### src/rtl/chan_arb_pkg.sv
// Shared types and helpers for the multi-channel arbitrated ingress block.
// Optional statistics are enabled with the CHAN_STATS_EN macro.
package chan_arb_pkg;

  typedef enum int {
    ARB_RR    = 0,
    ARB_FIXED = 1
  } arb_mode_e;

  localparam int STALL_W = 16;
  localparam int MAX_CH  = 16;

  // Round-robin search starting just after ptr, wrapping modulo num_ch.
  // Returns ptr when nothing is requested; callers qualify with |req.
  function automatic logic [3:0] next_rr_grant(
    input logic [MAX_CH-1:0] req,
    input logic [3:0]        ptr,
    input int                num_ch
  );
    logic [3:0] grant;
    logic       found;
    int         idx;
    grant = ptr;
    found = 1'b0;
    for (int i = 1; i <= MAX_CH; i++) begin
      idx = int'(ptr) + i;
      if (idx >= num_ch) idx = idx - num_ch;
      if (!found && (i <= num_ch) && req[idx[3:0]]) begin
        grant = idx[3:0];
        found = 1'b1;
      end
    end
    return grant;
  endfunction

endpackage

### src/rtl/chan_arb_array_if.sv
// Ingress/egress bundle of chan_arb_array; stall_cnt exists only with CHAN_STATS_EN.
interface chan_arb_array_if #(
  parameter int NUM_CH = 4,
  parameter int DW     = 8
);
  localparam int CW = (NUM_CH > 1) ? $clog2(NUM_CH) : 1;

  logic [NUM_CH-1:0]    in_valid;
  logic [NUM_CH*DW-1:0] in_data;
  logic [NUM_CH-1:0]    in_ready;
  logic                 out_valid;
  logic [DW-1:0]        out_data;
  logic [CW-1:0]        out_ch;
  logic                 out_ready;
  logic [NUM_CH-1:0]    ch_empty;
`ifdef CHAN_STATS_EN
  logic [NUM_CH*chan_arb_pkg::STALL_W-1:0] stall_cnt;

  modport master (
    output in_valid, in_data, out_ready,
    input  in_ready, out_valid, out_data, out_ch, ch_empty, stall_cnt
  );
  modport slave (
    input  in_valid, in_data, out_ready,
    output in_ready, out_valid, out_data, out_ch, ch_empty, stall_cnt
  );
`else
  modport master (
    output in_valid, in_data, out_ready,
    input  in_ready, out_valid, out_data, out_ch, ch_empty
  );
  modport slave (
    input  in_valid, in_data, out_ready,
    output in_ready, out_valid, out_data, out_ch, ch_empty
  );
`endif

endinterface

### src/rtl/chan_fifo.sv
// Per-channel synchronous FIFO with a combinational head read so a pop
// and the output-register load happen on the same edge.
module chan_fifo #(
  parameter int DW    = 8,
  parameter int DEPTH = 4
) (
  input  logic          clk,
  input  logic          rst,
  input  logic          push,
  input  logic [DW-1:0] wdata,
  input  logic          pop,
  output logic          full,
  output logic          empty,
  output logic [DW-1:0] rdata
);
  localparam int AW = $clog2(DEPTH);

  logic [DW-1:0] mem [DEPTH];
  logic [AW-1:0] wr_ptr_reg;
  logic [AW-1:0] rd_ptr_reg;
  logic [AW:0]   count_reg;
  logic          do_push;
  logic          do_pop;

  // A full FIFO refuses writes even while it is being drained.
  assign full    = (count_reg == (AW+1)'(DEPTH));
  assign empty   = (count_reg == '0);
  assign do_push = push & ~full;
  assign do_pop  = pop & ~empty;
  assign rdata   = mem[rd_ptr_reg];

  always_ff @(posedge clk) begin
    if (do_push) mem[wr_ptr_reg] <= wdata;
  end

  always_ff @(posedge clk) begin
    if (rst) begin
      wr_ptr_reg <= '0;
      rd_ptr_reg <= '0;
      count_reg  <= '0;
    end else begin
      if (do_push) wr_ptr_reg <= wr_ptr_reg + AW'(1);
      if (do_pop)  rd_ptr_reg <= rd_ptr_reg + AW'(1);
      case ({do_push, do_pop})
        2'b10:   count_reg <= count_reg + (AW+1)'(1);
        2'b01:   count_reg <= count_reg - (AW+1)'(1);
        default: count_reg <= count_reg;
      endcase
    end
  end

endmodule

### src/rtl/chan_arb_array.sv
// NUM_CH buffered ingress channels merged into one registered output stream.
// Define CHAN_STATS_EN to add per-channel saturating stall counters.
module chan_arb_array
  import chan_arb_pkg::*;
#(
  parameter int NUM_CH   = 4,
  parameter int DW       = 8,
  parameter int DEPTH    = 4,
  parameter int ARB_MODE = 0
) (
  input logic             clk,
  input logic             rst,
  chan_arb_array_if.slave bus
);
  localparam int CW = (NUM_CH > 1) ? $clog2(NUM_CH) : 1;

  logic [NUM_CH-1:0] full;
  logic [NUM_CH-1:0] empty;
  logic [NUM_CH-1:0] pop;
  logic [NUM_CH-1:0] req;
  logic [DW-1:0]     rdata [NUM_CH];
  logic [CW-1:0]     grant_idx;
  logic              load_en;
  logic              grant_vld;
  logic              out_valid_reg;
  logic [DW-1:0]     out_data_reg;
  logic [CW-1:0]     out_ch_reg;

  genvar gi;
  generate
    for (gi = 0; gi < NUM_CH; gi++) begin : g_fifo
      chan_fifo #(.DW(DW), .DEPTH(DEPTH)) u_fifo (
        .clk   (clk),
        .rst   (rst),
        .push  (bus.in_valid[gi]),
        .wdata (bus.in_data[gi*DW +: DW]),
        .pop   (pop[gi]),
        .full  (full[gi]),
        .empty (empty[gi]),
        .rdata (rdata[gi])
      );
    end
  endgenerate

  assign bus.in_ready = ~full;
  assign bus.ch_empty = empty;
  assign req          = ~empty;
  assign load_en      = ~out_valid_reg | bus.out_ready;
  assign grant_vld    = load_en & (|req);
  assign pop          = grant_vld ? (NUM_CH'(1) << grant_idx) : '0;

  generate
    case (ARB_MODE)
      int'(ARB_RR): begin : g_rr
        logic [CW-1:0] ptr_reg;
        assign grant_idx = CW'(next_rr_grant(MAX_CH'(req), 4'(ptr_reg), NUM_CH));
        // Pointer starts at the last channel so channel 0 wins first.
        always_ff @(posedge clk) begin
          if (rst)            ptr_reg <= CW'(NUM_CH - 1);
          else if (grant_vld) ptr_reg <= grant_idx;
        end
      end
      int'(ARB_FIXED): begin : g_fixed
        always_comb begin
          grant_idx = '0;
          for (int i = NUM_CH - 1; i >= 0; i--) begin
            if (req[i]) grant_idx = CW'(i);
          end
        end
      end
      default: begin : g_bad_mode
        $error("chan_arb_array: unsupported ARB_MODE %0d", ARB_MODE);
      end
    endcase
  endgenerate

  always_ff @(posedge clk) begin
    if (rst) begin
      out_valid_reg <= 1'b0;
      out_data_reg  <= '0;
      out_ch_reg    <= '0;
    end else if (load_en) begin
      out_valid_reg <= |req;
      if (|req) begin
        out_data_reg <= rdata[grant_idx];
        out_ch_reg   <= grant_idx;
      end
    end
  end

  assign bus.out_valid = out_valid_reg;
  assign bus.out_data  = out_data_reg;
  assign bus.out_ch    = out_ch_reg;

`ifdef CHAN_STATS_EN
  generate
    for (gi = 0; gi < NUM_CH; gi++) begin : g_stats
      logic [STALL_W-1:0] stall_cnt_reg;
      always_ff @(posedge clk) begin
        if (rst) begin
          stall_cnt_reg <= '0;
        end else if (bus.in_valid[gi] && full[gi] && (stall_cnt_reg != '1)) begin
          stall_cnt_reg <= stall_cnt_reg + STALL_W'(1);
        end
      end
      assign bus.stall_cnt[gi*STALL_W +: STALL_W] = stall_cnt_reg;
    end
  endgenerate
`endif

endmodule

### src/flat_wrapper.sv
// flat-port wrapper written by rule: the top's interface ports become plain ports
module chan_arb_array_flat import chan_arb_pkg::*;
#(
  parameter int NUM_CH   = 4,
  parameter int DW       = 8,
  parameter int DEPTH    = 4,
  parameter int ARB_MODE = 0
)
  (clk, rst, bus_in_valid, bus_in_data, bus_out_ready, bus_in_ready, bus_out_valid, bus_out_data, bus_out_ch, bus_ch_empty);
  chan_arb_array_if #(.NUM_CH(NUM_CH), .DW(DW)) bus_i ();
  input logic clk;
  input logic rst;
  input wire logic [$bits(bus_i.in_valid)-1:0] bus_in_valid;
  input wire logic [$bits(bus_i.in_data)-1:0] bus_in_data;
  input wire logic [$bits(bus_i.out_ready)-1:0] bus_out_ready;
  output wire logic [$bits(bus_i.in_ready)-1:0] bus_in_ready;
  output wire logic [$bits(bus_i.out_valid)-1:0] bus_out_valid;
  output wire logic [$bits(bus_i.out_data)-1:0] bus_out_data;
  output wire logic [$bits(bus_i.out_ch)-1:0] bus_out_ch;
  output wire logic [$bits(bus_i.ch_empty)-1:0] bus_ch_empty;
  assign bus_i.in_valid = bus_in_valid;
  assign bus_i.in_data = bus_in_data;
  assign bus_i.out_ready = bus_out_ready;
  assign bus_in_ready = bus_i.in_ready;
  assign bus_out_valid = bus_i.out_valid;
  assign bus_out_data = bus_i.out_data;
  assign bus_out_ch = bus_i.out_ch;
  assign bus_ch_empty = bus_i.ch_empty;
  chan_arb_array #(.NUM_CH(NUM_CH), .DW(DW), .DEPTH(DEPTH), .ARB_MODE(ARB_MODE)) u_core (.clk(clk), .rst(rst), .bus(bus_i));
endmodule
### config.mk
export PLATFORM = sky130hd
export DESIGN_NAME = chan_arb_array_flat
export DESIGN_NICKNAME = d
export VERILOG_FILES = /design/src/rtl/chan_arb_pkg.sv /design/src/rtl/chan_arb_array_if.sv /design/src/rtl/chan_fifo.sv /design/src/rtl/chan_arb_array.sv /design/src/flat_wrapper.sv
export SDC_FILE = /design/constraint.sdc
export NUM_CORES = 1
export LEC_CHECK = 0
export BUFFER_PORTS_ARGS = -buffer_cell sky130_fd_sc_hd__clkbuf_2
export CAP_MARGIN = 30
export CORE_AREA = 2 2 116 118
export DETAILED_ROUTE_END_ITERATION = 8
export DIE_AREA = 0 0 118 120
export GPL_TIMING_DRIVEN = 1
export HOLD_SLACK_MARGIN = 0.15
export PLACE_DENSITY = 0.78
export SLEW_MARGIN = 20
export SYNTH_ARGS = -nofsm -noshare
export SYNTH_HDL_FRONTEND = slang
export SYNTH_SLANG_ARGS = --single-unit
### constraint.sdc
create_clock -name clk -period 5.02 [get_ports clk]
set_input_delay 0.502 -clock clk [delete_from_list [all_inputs] [get_ports clk]]
set_output_delay 0.502 -clock clk [all_outputs]
set_load 0.02 [all_outputs]
==> out/qor.csv <==
metric,value,unit
synthesis-to-layout area growth,13.6,%
"antenna viol nets, final",0,
setup ws final,0.716,ns
Critical Path Source Type,register,
core box area,13000,um^2
H-tree depth,4,
Worst Path Max Fanout,19,
"flops & latches, synth",177,
fmax,232,MHz
Synth warnings,0,
RePlAce Congestion,0.824,
largest net degree at the start of global routing,50,
Sum Neg Setup Slack,0,ns
syn nets,555,
pre-CTS WS,0.823,ns
Post-Place Cells,700,
CTS tree,built,
Tcrit/Tclk final,85.7,%
post-cts hold buffer count,0,
Largest register FFs,128,
synth unique cells,46,
register area,4820,um^2
"top cells by area, synth","edfxtp_1, dfxtp_1, mux4_2, ha_1, mux2i_1",
HP Class,in -> reg,
clock latency on the worst-skew pair,0.43,ns
I/O Buffers,57,
Setup-failing EPs final,0,
DRC viols,0,
PostCTS Resize Cnt,0,
max-slew violation count,0,
CTS clock-pin slew for the worst setup and hold paths,0.06,ns
Die ar.,14200,um^2
Num CTS Buffers,17,
most frequent cell after synthesis,edfxtp_1,
GRT overflow,0,
synthesized area,7510,um^2
Pleak,0.00310,uW
critical path class,reg -> reg,
postcts setup bufs,0,
register area share after synthesis,64.3,%
area occupied by multi-input gates,2450,um^2
CTS Root Cell,clkbuf_16,
peak supply drop,0.489,mV
status,"finished, final reports clean",
clk buf depth,2,
Post-DP Area,7900,um^2
fin nets,610,
Worst Setup End Kind,register,
first-pass GRT wire length,22800,um
DRT iter0 DRCs,469,
Routed WL,14100,um
Tmin final,4.30,ns
Die H,120,um
starting density of the core,57.8,%
GRT Total Usage,21.5,%
drt wl/cell,19.3,um
DR pass1 iterations,5,
post-route cell area,8520,um^2
number of max-cap violations,0,
most frequently used flop master after synthesis,edfxtp_1,
via count,4158,
post-synthesis average cell area,15.3,um^2
clock skew,0.0121,ns
via/cell ratio,5.67,
arrival time worst endpoint,4.65,ns
Rows,42,
PwrDens,633,nW/um^2
# diodes,0,
ys async rst share,0,%
DP HPWL,9830,um
"EDFF count, synth",128,
top post-synthesis cells by count,"edfxtp_1, dfxtp_1, mux4_2, inv_1, ha_1",
CTS Sinks,177,
top cell type's share of synthesized area,51.2,%
FILL cells,886,
RSZ-0062 raised after global routing,no,
share of layout cells above drive strength 1,24.6,%
vias in the first global route,4257,
Worst-Margin Slew,0.626,ns
die width,118,um
Post-Syn Instances,489,
Critical Path RT,5.37,ns
relative slew slack,58.1,%
largest area contributor in the netlist,edfxtp_1,
fin cells,733,
initial antenna violation count,0,
IO Pins,58,
worst hold slack,0.293,ns
"Hold Violations, Final",0,
[area by class of cell]
type / instances / area share (%)
tap: 176 / 2.58
clock inverter: 12 / 1.94
clock buffer: 20 / 5.12
multi-input combinational: 258 / 28.7
inverter: 31 / 1.37
sequential: 177 / 56.6
timing repair buffer: 59 / 3.67
[power breakdown]
part / switching [uW] / internal [uW]
Clock: 516 / 826
Combinational: 1180 / 896
Sequential: 173 / 1800
[cells by family after synthesis]
kind of cell    after synthesis  share of synthesized area (%)
buf+inv                      54                           3.10
fa+ha+maj                    27                           4.90
flops                       177                           64.3
xor+xnor                     13                           1.52
simple gates                106                           7.80
compound gates               46                           3.72
mux                          66                           14.7
[metal layers]
metal / routed length, um / part of all wire (%) / track usage (%)
met3: 647 / 4.6 / 6.04
met4: 157 / 1.1 / 6.02
met2: 7390 / 52 / 36.4
met1: 5950 / 42 / 27.5
met5: 0 / 0 / 0
[layout by cell type, fill, tap and decap left out, types with 2 or more instances in the layout]
master,count
a21oi_1,22
a31o_1,2
and2_1,6
and3_1,16
bufinv_16,4
clkbuf_1,3
clkbuf_16,17
clkbuf_2,57
clkinv_1,3
clkinv_2,2
clkinvlp_4,2
dfxtp_1,49
edfxtp_1,128
fa_1,4
ha_1,23
inv_1,30
mux2_2,12
mux2i_1,19
mux4_2,34
nand2_1,19
nand2b_1,2
nand3_1,5
nand3b_1,8
nor2_1,22
nor2b_1,5
nor3_1,3
o21ai_0,14
o31ai_1,3
or3_1,8
or4_1,3
xnor2_1,5
xor2_1,8
[path summary, 6_finish.rpt]
check,slack [ns],cells after the start,to,from
max,0.72,15,u_core.g_fifo[0].u_fifo.count_reg[2]$_SDFFE_PP0P_,u_core.g_rr.ptr_reg[0]$_SDFFE_PP1P_
min,0.29,1,u_core.g_fifo[3].u_fifo.mem[3][1]$_DFFE_PP_,bus_in_data[25]
min reg2reg,0.46,2,u_core.bus.out_ch[0]$_SDFFE_PP0P_,u_core.bus.out_ch[0]$_SDFFE_PP0P_
max reg2reg,0.72,15,u_core.g_fifo[0].u_fifo.count_reg[2]$_SDFFE_PP0P_,u_core.g_rr.ptr_reg[0]$_SDFFE_PP1P_
[worst max-delay path, cell delays in order (launching register included)]
cell and delay [ns]:
dfxtp_1 0.54, inv_1 0.19, ha_1 0.42, nor2b_1 0.17, a211o_1 0.32, a22oi_1 0.28
a31o_1 0.16, buf_4 0.33, nand2_1 0.23, nor3b_2 0.30, ha_1 0.23, inv_1 0.06
fa_1 0.37, xor2_1 0.16, or3_1 0.31, a21oi_1 0.15
[metrics by stage]
stage / total power (uW) / util, %
floorplan: 3620 / -
global placement: 3920 / 60.9
detailed placement: 4030 / 60.9
CTS: 5400 / 65.5
global route: 5690 / 65.7
finish: 5390 / 65.7
Note: power is estimated with default switching activity, not from simulation.
